### src/rtl/map_mem_arb.sv
// map_mem_arb: two-requester (A high priority, B starvation-guarded) arbiter for one memory port with ack timeout.
module map_mem_arb #(
  parameter int AW    = 23,
  parameter int MAX_A = 4,
  parameter int TOUT  = 64
) (
  input  logic          clk,
  input  logic          rst_n,
  input  logic          a_req,
  input  logic [AW-1:0] a_addr,
  input  logic          a_we,
  input  logic [15:0]   a_wdat,
  output logic [15:0]   a_rdat,
  output logic          a_ack,
  input  logic          b_req,
  input  logic [AW-1:0] b_addr,
  input  logic          b_we,
  input  logic [15:0]   b_wdat,
  output logic [15:0]   b_rdat,
  output logic          b_ack,
  output logic          mem_req,
  output logic [AW-1:0] mem_addr,
  output logic          mem_we,
  output logic [15:0]   mem_wdat,
  input  logic [15:0]   mem_rdat,
  input  logic          mem_ack,
  output logic          err,
  input  logic          err_clr
);
  typedef enum logic [1:0] {IDLE, BUSY, DONE} state_t;
  state_t state, state_n;
  logic       owner;
  logic [3:0] starve;
  logic [7:0] tcnt;
  logic       grant, grant_b, tout_hit, fin;
  logic [15:0] rd;
  always_comb begin
    grant    = state == IDLE && (a_req || b_req);
    grant_b  = b_req && (!a_req || starve == 4'(MAX_A));
    tout_hit = state == BUSY && !mem_ack && tcnt == 8'(TOUT - 1);
    fin      = state == BUSY && (mem_ack || tout_hit);
    rd       = tout_hit ? 16'hFFFF : mem_rdat;
    state_n  = state == IDLE ? (grant ? BUSY : IDLE) :
               state == BUSY ? (fin ? DONE : BUSY) : IDLE;
  end
  always_ff @(posedge clk or negedge rst_n)
    if (!rst_n) state <= IDLE;
    else state <= state_n;
  always_ff @(posedge clk or negedge rst_n) begin
    if (!rst_n) begin
      owner    <= 1'b0;
      starve   <= '0;
      tcnt     <= '0;
      mem_req  <= 1'b0;
      mem_addr <= '0;
      mem_we   <= 1'b0;
      mem_wdat <= '0;
      a_ack    <= 1'b0;
      b_ack    <= 1'b0;
      a_rdat   <= '0;
      b_rdat   <= '0;
      err      <= 1'b0;
    end else begin
      a_ack <= 1'b0;
      b_ack <= 1'b0;
      if (grant) begin
        owner    <= grant_b;
        mem_req  <= 1'b1;
        mem_addr <= grant_b ? b_addr : a_addr;
        mem_we   <= grant_b ? b_we : a_we;
        mem_wdat <= grant_b ? b_wdat : a_wdat;
        tcnt     <= '0;
        starve   <= grant_b ? 4'd0 : (b_req && starve != 4'(MAX_A)) ? starve + 4'd1 : starve;
      end
      if (state == BUSY) tcnt <= tcnt + 8'd1;
      if (fin) begin
        mem_req <= 1'b0;
        a_ack   <= !owner;
        b_ack   <= owner;
        if (!mem_we && owner) b_rdat <= rd;
        if (!mem_we && !owner) a_rdat <= rd;
      end
      if (tout_hit) err <= 1'b1;
      else if (err_clr) err <= 1'b0;
    end
  end
endmodule
### config.mk
export PLATFORM = sky130hd
export DESIGN_NAME = map_mem_arb
export DESIGN_NICKNAME = d
export VERILOG_FILES = /design/src/rtl/map_mem_arb.sv
export SDC_FILE = /design/constraint.sdc
export NUM_CORES = 1
export LEC_CHECK = 0
export ABC_AREA = 1
export CORE_UTILIZATION = 40
export DETAILED_ROUTE_END_ITERATION = 6
export GPL_TIMING_DRIVEN = 0
export HOLD_SLACK_MARGIN = 0.02
export PLACE_DENSITY = 0.85
export REMOVE_ABC_BUFFERS = 1
export SLEW_MARGIN = 20
export SYNTH_ARGS = -nofsm -noshare
export SYNTH_HDL_FRONTEND = slang
export SYNTH_SLANG_ARGS = --single-unit
### constraint.sdc
create_clock -name clk -period 4.25 [get_ports clk]
set_input_delay 1.0625 -clock clk [delete_from_list [all_inputs] [get_ports clk]]
set_output_delay 1.0625 -clock clk [all_outputs]
set_load 0.1 [all_outputs]
==> run_results.csv <==
group,metric,value,unit
synth,syn_inst,578,
clock_network,cts_buffer_depth,2,
timing,max_freq,331,MHz
synth,syn_avg_cell_area,7.49,sq um
route,routed.top_layer,"met4",
timing,fin_ws,1.23,ns
placement,post-place-ws,0.988,ns
synth,synthAdderAreaFrac,0.867,%
critical_path,cp.buffers_inverters,1,
route,drc,0,
synth,synthFlopType,"dfrtp_1",
route,wl_met3,542,um
global_routing,overflow,0,
synth,synthSimpleGateAreaFrac,37.7,%
critical_path,cp_cell_sequence,"clkdlybuf4s50_1",
route,avgRoutedWirePerCell,13.3,um
critical_path,worst_setup_path_end_kind,"output pin",
layout,layout-drive-gt1-share,4.94,%
clock_network,cts_resized,0,
die,core_area,0.0104,sq mm
layout,diodes,0,
run_status,status,"complete, no violations",
clock_network,clkLatencyLatePin,0.35,ns
clock_network,holdBufCountCts,0,
global_routing,grt_max_degree,53,
placement,placed_cell_area,0.00620,sq mm
critical_path,cp.required,3.19,ns
die,die_w,106,um
timing,worstMarginPinSlew,1.02,ns
layout,nets,849,
route,viasPerCell,4.85,
critical_path,rrSetupSlack,1.78,ns
synth,synth_top_family_by_area,"simple AND/OR/NAND/NOR gates",
route,vias,4288,
min_path,hold_path_depth,1,
clock_network,cts.reportedPaths.clkPinSlew,0.08,ns
min_path,hp-class,"reg2reg",
synth,netlist_top_cells_count,"nand2_1, dfrtp_1, nand3_1",
die,rows,37,
route,met2_wirelength,6.14,mm
timing,period_minus_slack,3.02,ns
synth,synthMuxAreaShare,0.231,%
placement,hpwl,8.61,mm
critical_path,r2r-start,"starve[0]$_DFFE_PN0P_",
min_path,min_to,"tcnt[3]$_DFFE_PN0P_",
timing,setup_viol,0,
synth,synth_xor_area_share,0.404,%
clock_network,cts_tree,"done",
clock_network,clock_sinks,91,
synth,yosysMostFrequentCell,"nand2_1",
critical_path,critPathTopFamily,"buffers and inverters",
global_routing,antenna_found_initial,0,
layout,fillers,904,
die,die_area,0.0112,sq mm
synth,synth.ff_latch_count,91,
critical_path,slowest_delay,1.17,ns
run,cap_violations,0,
placement,portBuffers,177,
route,drt-total-wl,11.8,mm
synth,yosys.area.top_type_share,52.6,%
synth,netlist.top_cell.by_area,"dfrtp_1",
die,ios,178,
synth,yosysUniqueCellTypes,23,
clock_network,post_cts.repair.setup_buffers,0,
synth,synth-edff-count,0,
clock_network,htree_levels,3,
placement,place.gp.congestion,0.822,
critical_path,critPathLaunchType,"flop",
route,ant_nets,0,
route,dr.pass1.iters,5,
route,drt_iter0_drc,261,
timing,final-max-slew-violation-count,0,
global_routing,grt_pass1_vias,4231,
critical_path,r2r_cells,9,
synth,async_flop_share,100,%
layout,area_growth,48.1,%
min_path,hold_start,"tcnt[3]$_DFFE_PN0P_",
critical_path,crit_fanout,4,
global_routing,grt_pass1_wl,19.1,mm
clock_network,clockRootBuffer,"clkbuf_8",
critical_path,worst-setup-path-type,"reg2out",
critical_path,slowest_stage,"clkdlybuf4s50_1",
route,wl_met1,4.72,mm
die,start_util,41.6,%
critical_path,worstPathArrival,1.96,ns
global_routing,grtUsageTotal,21.3,%
synth,synth_compound_area_share,1.99,%
die,die_h,106,um
timing,rsz0062_at_grt,"false",
timing,hold_violations,0,
layout,final_area,0.00641,sq mm
synth,synthesis.area,0.00433,sq mm
timing,slew_headroom,31.7,%
synth,ys_warn_count,0,
timing,min_period_over_period,71.1,%
timing,clock_skew,0.00878,ns
synth,synth_area_leaders,"dfrtp_1, nand2_1, nand3_1",
clock_network,cts_buffers,9,
critical_path,timing.rr.end,"starve[3]$_DFFE_PN0P_",
synth,seq_area_frac_synth,52.6,%
==> stage by stage <==
step           hold WS [ns]  utilization [%]  instances  TNS [ns]
6_report              0.473             61.6        885         0
5_1_grt               0.502             61.6        885         0
4_1_cts               0.476             61.6        885         0
3_5_place_dp          0.464             59.5        869         0
3_3_place_gp          0.457             58.9        866   -145.71
2_1_floorplan         0.442                -        553         0
==> worst max-delay path by stage <==
stage	from	to	slack [ns]	cells past startpoint
5_1_grt	mem_we$_DFFE_PN0P_	mem_we	1.15	1
3_3_place_gp	rst_n	mem_addr[11]$_DFFE_PN0P_	-1.13	1
6_report	mem_we$_DFFE_PN0P_	mem_we	1.23	1
3_5_place_dp	a_req	starve[3]$_DFFE_PN0P_	0.99	7
2_1_floorplan	a_req	tcnt[7]$_DFFE_PN0P_	0.85	5
4_1_cts	mem_we$_DFFE_PN0P_	mem_we	1.20	1
==> layer usage <==
layer | global-route usage [%] | vias up
met5 | 0 | -
met3 | 3.43 | 31
met1 | 24.8 | 2013
li1 | - | 2089
met2 | 38.5 | 155
met4 | 9.92 | 0
==> logic make-up (layout without fill, tap and decap cells) <==
family                   after synthesis  count (layout)
AND/OR/NAND/NOR                      407             407
XOR/XNOR                               2               2
multiplexers                           1               1
adder cells (fa/ha/maj)                3               3
buffers and inverters                 59             230
AO/OA/AOI/OAI                         15              15
flip-flops                            91              91
==> worst reg2reg max path, cell delays in order, from the launching register on <==
cell     delay, ns
dfrtp_1       0.42
inv_1         0.09
ha_1          0.16
nand3_1       0.09
nand2_1       0.11
nand2_2       0.43
inv_2         0.74
nor2_1        0.14
nand2_1       0.07
o21ai_0       0.09
==> flip-flops by register name, indices dropped and copies added, names as in the netlist <==
signal	cells
tcnt	8
a_ack	1
a_rdat	16
mem_wdat	16
starve	4
err	1
mem_we	1
mem_req	1
mem_addr	23
owner	1
state	2
b_ack	1
b_rdat	16
==> cells in the final DEF, fill, tap and decap left out, types with 2 or more instances in the layout <==
master           Yosys  layout
nand2_1            342     341
nor2_2               3       4
clkbuf_8             0       9
xor2_1               2       2
dfrtp_1             91      91
clkdlybuf4s50_1      0     176
o21ai_0              9       9
inv_1               32      32
ha_1                 3       3
clkinv_2             0       3
buf_8                0       2
nand3_1             43      43
bufinv_16            0       2
nand2_2              4       5
a21oi_1              4       4
inv_2                2       2
nand3_2              3       3
nor2_1               9       8
==> area by class of cell <==
cell class                 instances  area [sq um]  share of cell area, %
clock inverter                     7          91.3                   1.42
multi-input combinational        428          1800                   28.0
inverter                          34           128                   1.99
timing repair buffer             180          1830                   28.5
clock buffer                       9           124                   1.93
sequential                        91          2280                   35.5
tap                              136           170                   2.65
Power is left out: the tool's default activity adds up to more than one toggle a clock period on the data nets, which glitch-free logic cannot reach.
